File: src/rtl/ttt_pkg.sv
// Shared definitions for the tic-tac-toe computer opponent: cell codes, FSM states,
// line/preference tables and latencies. TTT_MOVEGEN_BLOCK_EN enables the block pass.
package ttt_pkg;

   localparam logic [1:0] CELL_EMPTY    = 2'b00;
   localparam logic [1:0] CELL_PLAYER   = 2'b01;
   localparam logic [1:0] CELL_COMPUTER = 2'b10;

   localparam logic [3:0] LAST_LINE = 4'd7;
   localparam logic [3:0] LAST_PREF = 4'd8;

   typedef enum logic [2:0] {
      ST_IDLE       = 3'd0,
      ST_SCAN_WIN   = 3'd1,
`ifdef TTT_MOVEGEN_BLOCK_EN
      ST_SCAN_BLOCK = 3'd2,
`endif
      ST_SCAN_PREF  = 3'd3,
      ST_ISSUE      = 3'd4,
      ST_WAIT_DROP  = 3'd5
   } state_t;

   // Cycles from the capture edge to pc for index 0 of each pass.
   localparam logic [4:0] LAT_WIN   = 5'd2;
`ifdef TTT_MOVEGEN_BLOCK_EN
   localparam logic [4:0] LAT_BLOCK = 5'd10;
   localparam logic [4:0] LAT_PREF  = 5'd18;
`else
   localparam logic [4:0] LAT_PREF  = 5'd10;
`endif
   localparam logic [4:0] LAT_WORST = LAT_PREF + 5'd8;

   function automatic logic [3:0] line_cell(input logic [2:0] line, input logic [1:0] slot);
      logic [11:0] cells;
      logic [3:0]  result;
      case (line)
         3'd0:    cells = {4'd0, 4'd1, 4'd2};
         3'd1:    cells = {4'd3, 4'd4, 4'd5};
         3'd2:    cells = {4'd6, 4'd7, 4'd8};
         3'd3:    cells = {4'd0, 4'd3, 4'd6};
         3'd4:    cells = {4'd1, 4'd4, 4'd7};
         3'd5:    cells = {4'd2, 4'd5, 4'd8};
         3'd6:    cells = {4'd0, 4'd4, 4'd8};
         3'd7:    cells = {4'd2, 4'd4, 4'd6};
         default: cells = 12'd0;
      endcase
      case (slot)
         2'd0:    result = cells[11:8];
         2'd1:    result = cells[7:4];
         default: result = cells[3:0];
      endcase
      return result;
   endfunction

   function automatic logic [3:0] pref_cell(input logic [3:0] idx);
      logic [3:0] result;
      case (idx)
         4'd0:    result = 4'd4;
         4'd1:    result = 4'd0;
         4'd2:    result = 4'd2;
         4'd3:    result = 4'd6;
         4'd4:    result = 4'd8;
         4'd5:    result = 4'd1;
         4'd6:    result = 4'd3;
         4'd7:    result = 4'd5;
         4'd8:    result = 4'd7;
         default: result = 4'd0;
      endcase
      return result;
   endfunction

endpackage

File: src/rtl/ttt_line_eval.sv
// Combinational check of one board line: two cells owned by i_owner plus one empty cell
// is a hit, and o_slot names the empty position within the line.
module ttt_line_eval
   import ttt_pkg::*;
(
   input  logic [1:0] i_cell_a,
   input  logic [1:0] i_cell_b,
   input  logic [1:0] i_cell_c,
   input  logic [1:0] i_owner,
   output logic       o_hit,
   output logic [1:0] o_slot
);

   // Locate the single empty cell among two owned ones.
   always_comb begin
      o_hit  = 1'b0;
      o_slot = 2'd0;
      if ((i_cell_a == CELL_EMPTY) && (i_cell_b == i_owner) && (i_cell_c == i_owner)) begin
         o_hit  = 1'b1;
         o_slot = 2'd0;
      end else if ((i_cell_a == i_owner) && (i_cell_b == CELL_EMPTY) && (i_cell_c == i_owner)) begin
         o_hit  = 1'b1;
         o_slot = 2'd1;
      end else if ((i_cell_a == i_owner) && (i_cell_b == i_owner) && (i_cell_c == CELL_EMPTY)) begin
         o_hit  = 1'b1;
         o_slot = 2'd2;
      end else begin
         o_hit  = 1'b0;
         o_slot = 2'd0;
      end
   end

endmodule

File: src/rtl/ttt_move_generator.sv
// Computer opponent: snapshots the board on request, scans win / block / preference one
// candidate per cycle, then issues one move strobe. Block pass needs TTT_MOVEGEN_BLOCK_EN.
module ttt_move_generator
   import ttt_pkg::*;
(
   input  logic       clock,
   input  logic       reset,
   input  logic [1:0] pos1,
   input  logic [1:0] pos2,
   input  logic [1:0] pos3,
   input  logic [1:0] pos4,
   input  logic [1:0] pos5,
   input  logic [1:0] pos6,
   input  logic [1:0] pos7,
   input  logic [1:0] pos8,
   input  logic [1:0] pos9,
   input  logic       req,
   input  logic       game_over,
   output logic [3:0] computer_position,
   output logic       pc,
   output logic       busy,
   output logic       no_move
);

   state_t          r_state;
   logic [3:0]      r_idx;
   logic [8:0][1:0] r_board;
   logic [3:0]      r_pos;
   logic            r_pc;
   logic            r_busy;
   logic            r_no_move;

   state_t          w_next_state;
   logic [3:0]      w_next_idx;
   logic [3:0]      w_next_pos;
   logic            w_next_no_move;
   logic            w_capture;
   logic [2:0]      w_line;
   logic [1:0]      w_owner;
   logic            w_line_hit;
   logic [1:0]      w_line_slot;
   logic [3:0]      w_hit_cell;
   logic [3:0]      w_pref_cell;
   logic            w_pref_hit;

   assign w_line = r_idx[2:0];
`ifdef TTT_MOVEGEN_BLOCK_EN
   assign w_owner = (r_state == ST_SCAN_BLOCK) ? CELL_PLAYER : CELL_COMPUTER;
`else
   assign w_owner = CELL_COMPUTER;
`endif

   ttt_line_eval u_line_eval (
      .i_cell_a (r_board[line_cell(w_line, 2'd0)]),
      .i_cell_b (r_board[line_cell(w_line, 2'd1)]),
      .i_cell_c (r_board[line_cell(w_line, 2'd2)]),
      .i_owner  (w_owner),
      .o_hit    (w_line_hit),
      .o_slot   (w_line_slot)
   );

   assign w_hit_cell  = line_cell(w_line, w_line_slot);
   assign w_pref_cell = pref_cell(r_idx);
   assign w_pref_hit  = (r_board[w_pref_cell] == CELL_EMPTY);

   // Next-state logic; aborts are tested before any hit so they win a same-cycle tie.
   always_comb begin
      w_next_state   = r_state;
      w_next_idx     = r_idx;
      w_next_pos     = r_pos;
      w_next_no_move = 1'b0;
      w_capture      = 1'b0;
      case (r_state)
         ST_IDLE: begin
            if (req && !game_over) begin
               w_capture    = 1'b1;
               w_next_idx   = 4'd0;
               w_next_state = ST_SCAN_WIN;
            end else begin
               w_next_state = ST_IDLE;
            end
         end
`ifdef TTT_MOVEGEN_BLOCK_EN
         ST_SCAN_WIN, ST_SCAN_BLOCK: begin
`else
         ST_SCAN_WIN: begin
`endif
            if (!req) begin
               w_next_state = ST_IDLE;
            end else if (game_over) begin
               w_next_state = ST_WAIT_DROP;
            end else if (w_line_hit) begin
               w_next_pos   = w_hit_cell;
               w_next_state = ST_ISSUE;
            end else if (r_idx == LAST_LINE) begin
               w_next_idx = 4'd0;
`ifdef TTT_MOVEGEN_BLOCK_EN
               w_next_state = (r_state == ST_SCAN_WIN) ? ST_SCAN_BLOCK : ST_SCAN_PREF;
`else
               w_next_state = ST_SCAN_PREF;
`endif
            end else begin
               w_next_idx = r_idx + 4'd1;
            end
         end
         ST_SCAN_PREF: begin
            if (!req) begin
               w_next_state = ST_IDLE;
            end else if (game_over) begin
               w_next_state = ST_WAIT_DROP;
            end else if (w_pref_hit) begin
               w_next_pos   = w_pref_cell;
               w_next_state = ST_ISSUE;
            end else if (r_idx == LAST_PREF) begin
               w_next_no_move = 1'b1;
               w_next_idx     = 4'd0;
               w_next_state   = ST_WAIT_DROP;
            end else begin
               w_next_idx = r_idx + 4'd1;
            end
         end
         ST_ISSUE: begin
            w_next_state = ST_WAIT_DROP;
         end
         ST_WAIT_DROP: begin
            if (!req) begin
               w_next_state = ST_IDLE;
            end else begin
               w_next_state = ST_WAIT_DROP;
            end
         end
         default: begin
            w_next_state = ST_IDLE;
         end
      endcase
   end

   // State, snapshot and registered outputs.
   always_ff @(posedge clock) begin
      if (!reset) begin
         r_state   <= ST_IDLE;
         r_idx     <= 4'd0;
         r_board   <= '0;
         r_pos     <= 4'd0;
         r_pc      <= 1'b0;
         r_busy    <= 1'b0;
         r_no_move <= 1'b0;
      end else begin
         r_state   <= w_next_state;
         r_idx     <= w_next_idx;
         r_pos     <= w_next_pos;
         r_pc      <= (w_next_state == ST_ISSUE);
         r_busy    <= (w_next_state != ST_IDLE) && (w_next_state != ST_WAIT_DROP);
         r_no_move <= w_next_no_move;
         if (w_capture) begin
            r_board <= {pos9, pos8, pos7, pos6, pos5, pos4, pos3, pos2, pos1};
         end else begin
            r_board <= r_board;
         end
      end
   end

   assign computer_position = r_pos;
   assign pc                = r_pc;
   assign busy              = r_busy;
   assign no_move           = r_no_move;

endmodule

File: config.mk
export PLATFORM = sky130hd
export DESIGN_NAME = ttt_move_generator
export DESIGN_NICKNAME = d
export VERILOG_FILES = /design/src/rtl/ttt_pkg.sv /design/src/rtl/ttt_line_eval.sv /design/src/rtl/ttt_move_generator.sv
export SDC_FILE = /design/constraint.sdc
export NUM_CORES = 1
export LEC_CHECK = 0
export BUFFER_PORTS_ARGS = -buffer_cell sky130_fd_sc_hd__buf_2
export CAP_MARGIN = 30
export CORE_ASPECT_RATIO = 1.75
export CORE_MARGIN = 2
export CORE_UTILIZATION = 45
export CTS_CLUSTER_DIAMETER = 30
export DETAILED_ROUTE_END_ITERATION = 16
export PLACE_DENSITY_LB_ADDON = 0.25
export SYNTH_ARGS = -nofsm -noshare
export SYNTH_HDL_FRONTEND = slang
export SYNTH_HIERARCHICAL = 1
export SYNTH_SLANG_ARGS = --single-unit
File: constraint.sdc
create_clock -name clock -period 4.74 [get_ports clock]
set_clock_uncertainty 0.15 [all_clocks]
set_input_delay 0.711 -clock clock [delete_from_list [all_inputs] [get_ports clock]]
set_output_delay 0.711 -clock clock [all_outputs]
set_load 0.01 [all_outputs]
=== After elaboration in Yosys (flattened, before gate mapping) ===
Memory sizes are Yosys's and may differ from the RTL's. A register that Yosys moved wholly into a read port is not among the register bits.
Index checks and enable logic that the tools add are counted.

* Reduce and logical (&&, ||, !) cells: 21
* Mux-type cells: 56
* Bitwise gates (word level): 3
* Equal/unequal tests: 21
* Magnitude comparators: 4
* $add $sub $neg: 1

{| class="wikitable"
|+ Operators by type and width
! kind !! count
|-
| $mux W4 || 17
|-
| $mux W3 || 17
|-
| $bmux W2 S4 || 4
|-
| $lt A4 B5 Y1 const B || 4
|-
| $ne A2 B2 Y1 const B || 8
|-
| $pmux W4 S2 || 2
|-
| $pmux W3 S5 || 1
|-
| $mux W2 || 7
|-
| $pmux W4 S3 || 1
|-
| $logic_not A2 Y1 || 5
|-
| $eq A3 B3 Y1 const B || 3
|-
| $logic_and A1 B1 Y1 || 8
|-
| $reduce_and A8 Y1 || 1
|-
| $mux W1 || 7
|-
| $reduce_and A7 Y1 || 1
|-
| $eq A2 B2 Y1 const B || 3
|-
| $reduce_bool A3 Y1 || 2
|-
| $reduce_or A5 Y1 || 1
|-
| $add A4 B1 Y4 const B || 1
|-
| $eq A4 B3 Y1 const B || 1
|-
| $eq A4 B4 Y1 const B || 1
|-
| $eq A3 B1 Y1 const B || 1
|-
| $eq A3 B2 Y1 const B || 1
|-
| $logic_not A3 Y1 || 1
|-
| other kinds (6) || 8
|}

* Logic and storage cells: 126
* Input bits: 22
* Memory bits (read-only): 384
* Bits in registers: 32
* Output and inout bits: 7
* Memories: 5

{| class="wikitable"
|+ Memory list
! memory !! depth !! width !! rd ports !! clocked after memory_dff !! write ports !! RTL line !! source
|-
| (name not given) || 8 || 10 || 1 || 1 || 0 || ttt_pkg.sv:36 || <nowiki>case (line)</nowiki>
|-
| (name not given) || 8 || 10 || 1 || 1 || 0 || ttt_pkg.sv:36 ||
|-
| (name not given) || 8 || 10 || 1 || 1 || 0 || ttt_pkg.sv:36 ||
|-
| (name not given) || 8 || 10 || 1 || 1 || 0 || ttt_pkg.sv:36 ||
|-
| (name not given) || 16 || 4 || 1 || 1 || 0 || ttt_pkg.sv:57 || <nowiki>case (idx)</nowiki>
|}

=== Depth between registers and ports, before layout ===
Gate-level depths: netlist of run 1.

* Depth after elaboration: 14
* Mapped depth: 16
* Depth with buffers taken out: 15

=== Cells and area by module ===
Netlist of run 1, hierarchy kept.

{| class="wikitable"
|+ By module, submodules not included
! module !! area each (um^2) !! cells an instance !! instances !! sequential area each (um^2)
|-
| ttt_move_generator || 2459.9 || 275 || 1 || 900.9
|-
| ttt_line_eval || 115.1 || 17 || 1 || 0.0
|}

=== Worst setup path before layout of run 1 ===
OpenSTA, ideal clock, no wires.

* Path kind: register to register
* Start point: reg with a tool-made name
* End point: reg w_pref_cell[2] (netlist name)
* Slack: 0.647 ns
* Cell stages (with the launch flop): 16
* Buffers on the path: 1
* Library setup time: 0.119 ns
* Clock period less this slack: 4.093 ns
* Data required time: 4.471 ns
* Arrival: 3.825 ns
* Path through: dfxtp_1 clkbuf_1 mux4_2 mux2_2 xor2_1 nor4_1 o21ai_0 nand2_1 a2111oi_1 a31oi_4 mux2i_1 inv_1 ha_1 inv_1 mux2i_1 o2bb2ai_1

==> metrics.csv, run 1 <==
metric,value,unit
status,"complete, no violations",
grt met3 use,3.234,%
Clk pwr share,37.1,%
Comb power frac,12.9,%
Sequential cell area,900.9,µm²
Hold Crit Class,reg -> reg,
gr usage total,21.50,%
post-synthesis cell count,292,
GR Util met1,22.51,%
"commonest non-fill, non-tap cells in the layout","56 x nand2_1, 45 x dfxtp_1, 28 x buf_2",
footprint of the multi-input gates,1610,µm²
CP max stage delay,0.68,ns
antenna violations before repair,0,
global-route wire length before repair,10160,µm
R2R Path End,w_pref_cell[2],
drt initial violations,127,
"Cell Chain, Critical Path","mux4_2, mux2_2, xor2_1, nor4_1, o21ai_0, nand2_1, a2111oi_2, a31oi_4, mux2i_1, inv_1, ha_1, inv_1, mux2i_1, o2bb2ai_1",
top post-synthesis cells by area,"dfxtp_1 35%, mux4_2 10%, nand2_1 8.2%, mux2i_1 5.1%, a21oi_1 4.5%",
final global-route overflow total,0,
min-delay src,r_board[17],
critical path arrival,4.31,ns
Die Span X,61.18,µm
CTS root buffer,clkbuf_8,
Inserted Clock Buffers,5,
Bufs and invs on worst path,2,
"commonest non-fill, non-tap cell in the layout",nand2_1,
Core Rows,36,
Setup crit end kind,flip-flop,
fin util,52.48,%
Post-Syn Area,2575,µm²
DRT Pass-1 Iters,4,
sw frac,25.68,%
Starting Density,46.48,%
sequential share of the synthesized area,34.99,%
Fill cells,556,
CTS H-tree depth,2,
clk_lat worst skew,0.31,ns
clk sinks,45,
P_leak,1.095,nW
R2R Setup Slk,0.51,ns
dpl hpwl,4918,µm
CP required,4.82,ns
CTS tree,done,
CP max FO,10,
cell family with most CP delay,multiplexers,
IO buf count,28,
Pint,0.6099,mW
final hold vios,0,
register share of total power,50.0,%
Peak VDD IR,0.0002298,V
Slew HR,36.19,%
pwr dens,282.2,nW/µm²
share of layout cells above drive strength 1,19.38,%
drt wl/cell,16.33,µm
Final Max Slew Viols,0,
Final period util,89.18,%
Area Overhead vs Synth,12.93,%
placer congestion estimate,0.8829,
io pins,29,
Tightest Pin Transition,0.9561,ns
slowest CP cell,dfxtp_1,
crit path time final,4.227,ns
post-synth top area share,34.99,%
Setup Buffers After CTS,0,
setup violators final,0,
worst setup path class,reg -> reg,
Worst Setup Start Kind,flip-flop,
Synthesis Warnings,6,
"Power, Total",0.8207,mW
diodes inserted,0,
DRC Markers,0,
number of synthesized flops with an enable pin,0,
Max Root-Sink Buffers,2,
synthesized flop and latch total,45,
hold depth,2,
Worst Hold End,r_board[17],
# nets final,347,
detailed-route wire length,6465,µm
Cell variety after synth,55,
clock slew at reported path FFs,0.09,ns
vias in the first global route,2146,
M2 GR Usage,38.07,%
core area,5540,µm²
worst setup margin,0.5127,ns
grt peak-use layer,met2,
unrepaired setup endpoints after global routing,false,
post-cts hold buffer count,0,
"Avg Cell Area, Syn",8.818,µm²
die height,104.1,µm
setup_tns,0,ns
die area,6367,µm²
cell accounting for the most synthesized area,dfxtp_1,
Max Clk Rate,236.6,MHz
Psw,0.2108,mW
Main synth FF type,dfxtp_1,
Max-cap violations,0,
DRT antenna net count,0,
ys async rst share,0,%
largest net degree at the start of global routing,31,
Via Count,2207,
dpl ws,0.3762,ns
R2R cell count,14,
Via density,5.573,
-- layer usage --
layer / vias to the layer above / routed length (µm)
met5: - / 0
met4: 0 / 282
met3: 20 / 195
met2: 53 / 3614
met1: 1042 / 2373
li1: 1092 / -
-- cell usage after synthesis, types with 6 or more instances --
cell type,number
a21oi_1,23
clkbuf_1,12
dfxtp_1,45
ha_1,6
inv_1,10
mux2i_1,13
mux4_2,12
nand2_1,56
nor2_1,20
nor3_1,7
o21ai_0,14
xor2_1,6
-- how the worst max path moves through the flow --
stage	endpoint	depth (start not counted)	startpoint
2_1_floorplan	w_pref_cell[2]	15	flip-flop
3_3_place_gp	w_pref_cell[2]	14	flip-flop
3_5_place_dp	w_pref_cell[2]	14	flip-flop
4_1_cts	w_pref_cell[2]	14	flip-flop
5_1_grt	w_pref_cell[2]	14	flip-flop
6_report	w_pref_cell[2]	14	flip-flop
-- kinds of logic (layout without fill, tap and decap cells) --
family                   count (synthesis)  after routing  share of synthesized area (%)
flip-flops                              45             45                          34.99
AND/OR/NAND/NOR                        117            117                          21.53
multiplexers                            31             31                          18.17
other                                    2              6                         0.2917
buffers and inverters                   23             47                          3.499
XOR/XNOR                                 6              6                          2.041
adder cells (fa/ha/maj)                  6              6                          2.915
AO/OA/AOI/OAI                           62             62                          16.57
-- per-stage QoR --
stage,cells,hold slack (ns),area [µm²]
2_1_floorplan,296,0.2960,2590
3_3_place_gp,388,0.3161,2786
3_5_place_dp,388,0.3159,2786
4_1_cts,396,0.3285,2903
5_1_grt,396,0.3480,2908
6_report,396,0.3300,2908
-- final cells by class --
cell class	instances	share of cell area, %
Sequential cell	45	30.98
Clock inverter	1	1.033
Clock buffer	7	2.969
Multi-Input combinational cell	228	55.38
Timing Repair Buffer	29	5.077
Inverter	10	1.291
Tap cell	76	3.270
-- worst min-delay path, stage by stage (launching register included) --
cell and delay (ns):
dfxtp_1 0.33, nand2_1 0.06, a21oi_1 0.05
-- timing repair --
item,4_1_cts,5_1_grt
gates resized for setup,0,1
hold endpoints to repair,0,0
setup endpoints to repair,0,1
-- power groups by stage --
stage / logic (mW) / registers (mW) / clock network, mW
2_1_floorplan: 0.0812 / 0.409 / 0
3_3_place_gp: 0.104 / 0.419 / 0
3_5_place_dp: 0.105 / 0.419 / 0
4_1_cts: 0.105 / 0.410 / 0.310
5_1_grt: 0.117 / 0.412 / 0.324
6_report: 0.106 / 0.410 / 0.305
Note: power is estimated with default switching activity, not from simulation.
==> inputs of run 2 (changes only) <==
PLACE_DENSITY_LB_ADDON = default   (was 0.25)
SYNTH_HIERARCHICAL = default   (was 1)
==> metrics.csv, run 2 <==
metric,value,unit,change
status,"complete, no violations",,unchanged
worst setup path class,reg -> reg,,unchanged
core area,5540,µm²,unchanged
largest net degree at the start of global routing,26,,was 31
Tightest Pin Transition,0.7544,ns,was 0.9561 ns
post-CTS resize count,0,,unchanged
Final period util,82.31,%,was 89.18%
io pins,29,,unchanged
Max Clk Rate,256.3,MHz,was 236.6 MHz
Post-synth top cells,"49 x nand2_1, 45 x dfxtp_1, 23 x a21oi_1",,"was 56 x nand2_1, 45 x dfxtp_1, 23 x a21oi_1"
drt initial violations,97,,was 127
Core Rows,36,,unchanged
IO buf count,28,,unchanged
P_leak,1.110,nW,was 1.095 nW
DRT antenna net count,0,,unchanged
setup violators final,0,,unchanged
clk_lat worst skew,0.31,ns,about the same
Via Count,2175,,was 2207
Setup crit end kind,flip-flop,,unchanged
CTS root buffer,clkbuf_8,,unchanged
Setup Buffers After CTS,0,,unchanged
post-synthesis cell count,277,,was 292
Synthesis Warnings,0,,was 6
"commonest non-fill, non-tap cell in the layout",nand2_1,,unchanged
vias in the first global route,2115,,was 2146
placer congestion estimate,0.8736,,was 0.8829
WHS,0.3099,ns,was 0.3300 ns
CTS H-tree depth,2,,unchanged
syn nets,306,,
dpl ws,0.8663,ns,was 0.3762 ns
die height,103.6,µm,was 104.1 µm
unrepaired setup endpoints after global routing,false,,unchanged
cell accounting for the most synthesized area,dfxtp_1,,unchanged
DRC Markers,0,,unchanged
Main synth FF type,dfxtp_1,,unchanged
top-count cell post-synth,nand2_1,,unchanged
number of synthesized flops with an enable pin,0,,unchanged
pwr dens,261.4,nW/µm²,was 282.2 nW/µm²
combinational family with the most area after synthesis,simple AND/OR/NAND/NOR gates,,unchanged
detailed-route wire length,6382,µm,was 6465 µm
ys async rst share,0,%,unchanged
DRT Pass-1 Iters,6,,was 4
diodes inserted,0,,unchanged
Post-Syn Area,2550,µm²,was 2575 µm²
crit path time final,3.902,ns,was 4.227 ns
mux share of post-synthesis cell area,18.20,%,was 18.17%
post-cts hold buffer count,0,,unchanged
final global-route overflow total,0,,unchanged
post-synth top area share,35.33,%,was 34.99%
clk sinks,45,,unchanged
Peak VDD IR,0.0002359,V,was 0.0002298 V
Hold Crit Class,reg -> reg,,unchanged
Starting Density,46.03,%,was 46.48%
Die Span X,60.91,µm,was 61.18 µm
"Avg Cell Area, Syn",9.206,µm²,was 8.818 µm²
Cell variety after synth,58,,was 55
Inserted Clock Buffers,5,,unchanged
global-route wire length before repair,10450,µm,was 10160 µm
gr usage total,22.60,%,was 21.50%
Worst Setup Start Kind,flip-flop,,unchanged
complex-gate fraction of the synthesized area,18.84,%,was 16.57%
Met1 Wirelength,2336,µm,was 2373 µm
Max Root-Sink Buffers,2,,unchanged
# nets final,331,,was 347
"commonest non-fill, non-tap cells in the layout","49 x nand2_1, 45 x dfxtp_1, 28 x buf_2",,"was 56 x nand2_1, 45 x dfxtp_1, 28 x buf_2"
final hold vios,0,,unchanged
Post-Synth Adder-Cell Area,3.435,%,was 2.915%
Post-Synth XOR/XNOR Area,0.3435,%,was 2.041%
synthesized flop and latch total,45,,unchanged
Final Max Slew Viols,0,,unchanged
top post-synthesis cells by area,"dfxtp_1 35%, mux4_1 7.2%, nand2_1 7.2%, a21oi_1 4.5%, mux4_2 4.4%",,"was dfxtp_1 35%, mux4_2 10%, nand2_1 8.2%, mux2i_1 5.1%, a21oi_1 4.5%"
CP max FO,9,,was 10
setup_tns,0,ns,unchanged
Area Overhead vs Synth,11.48,%,was 12.93%
simple-gate share of the synthesized area,19.43,%,was 21.53%
routed length on met2,3580,µm,was 3614 µm
share of layout cells above drive strength 1,20.13,%,was 19.38%
Max-cap violations,0,,unchanged
die area,6309,µm²,was 6367 µm²
sequential share of the synthesized area,35.33,%,was 34.99%
Fill cells,555,,was 556
Via density,5.739,,was 5.573
drt wl/cell,16.84,µm,was 16.33 µm
metal3 WL,177,µm,was 195 µm
top routing layer in use,met4,,unchanged
dpl hpwl,4892,µm,was 4918 µm
Slew HR,49.00,%,was 36.19%
antenna violations before repair,0,,unchanged
CTS tree,done,,unchanged
critical path arrival,4.01,ns,was 4.31 ns
worst setup margin,0.8385,ns,was 0.5127 ns
CP required,4.85,ns,was 4.82 ns
clock slew at reported path FFs,0.09,ns,about the same
## run 2: cell count changes after synthesis, sizes merged, moves of 4 or more
cell	before	now
mux2	6	2
inv	10	15
o21ai	15	9
nand2	57	49
nor2	20	16
xor2	6	0
## run 2: metrics by stage
step           instance area (µm²)  cells  utilization [%]  power (mW)
2_1_floorplan                 2550    277                -      0.4833
5_1_grt                       2843    379            51.31      0.7789
3_3_place_gp                  2745    370            49.55      0.5122
4_1_cts                       2843    379            51.31      0.7515
6_report                      2843    379            51.31      0.7430
3_5_place_dp                  2756    371            49.75      0.5146
## run 2: area by class of cell
cell class / instances / area [µm²] / area share, %
Multi-Input combinational cell: 204 / 1541 / 54.23
Sequential cell: 45 / 900.9 / 31.69
Timing Repair Buffer: 30 / 158.9 / 5.590
Tap cell: 76 / 95.09 / 3.345
Clock buffer: 5 / 68.82 / 2.421
Inverter: 16 / 60.06 / 2.113
Clock inverter: 3 / 17.52 / 0.6162
## run 2: logic make-up after synthesis
| family | after synthesis |
|---|---|
| buf+inv | 28 |
| flops | 45 |
| xor+xnor | 1 |
| fa+ha+maj | 7 |
| compound gates | 67 |
| simple gates | 103 |
| mux | 26 |
## run 2: routing by layer
metal	GRT usage, %	vias to the layer above
met5	0	-
met4	11.96	0
met3	4.619	24
met2	39.94	52
met1	23.43	1030
li1	-	1069
## run 2: critical path: stages (launching register included)
cell	delay, ns
dfxtp_1	0.64
mux4_2	0.56
mux2i_1	0.19
o21ai_0	0.24
a2111oi_4	0.48
nor3_2	0.16
mux2i_1	0.23
and2_1	0.26
inv_1	0.11
ha_1	0.24
or4b_1	0.52
nand2_1	0.07
## run 2: worst paths after layout
check | start | end | slack (ns) | cells past startpoint
setup / recovery | flip-flop | w_pref_cell[0] | 0.84 | 11
hold / removal | computer_position[0] | computer_position[0] | 0.31 | 2
setup reg to reg | flip-flop | w_pref_cell[0] | 0.84 | 11
hold reg to reg | computer_position[0] | computer_position[0] | 0.31 | 2
## run 2: where the power goes
group          switching (mW)  internal, mW  total [mW]
Sequential             0.0192         0.391       0.410
Combinational          0.0515        0.0445      0.0961
Clock                   0.135         0.102       0.237
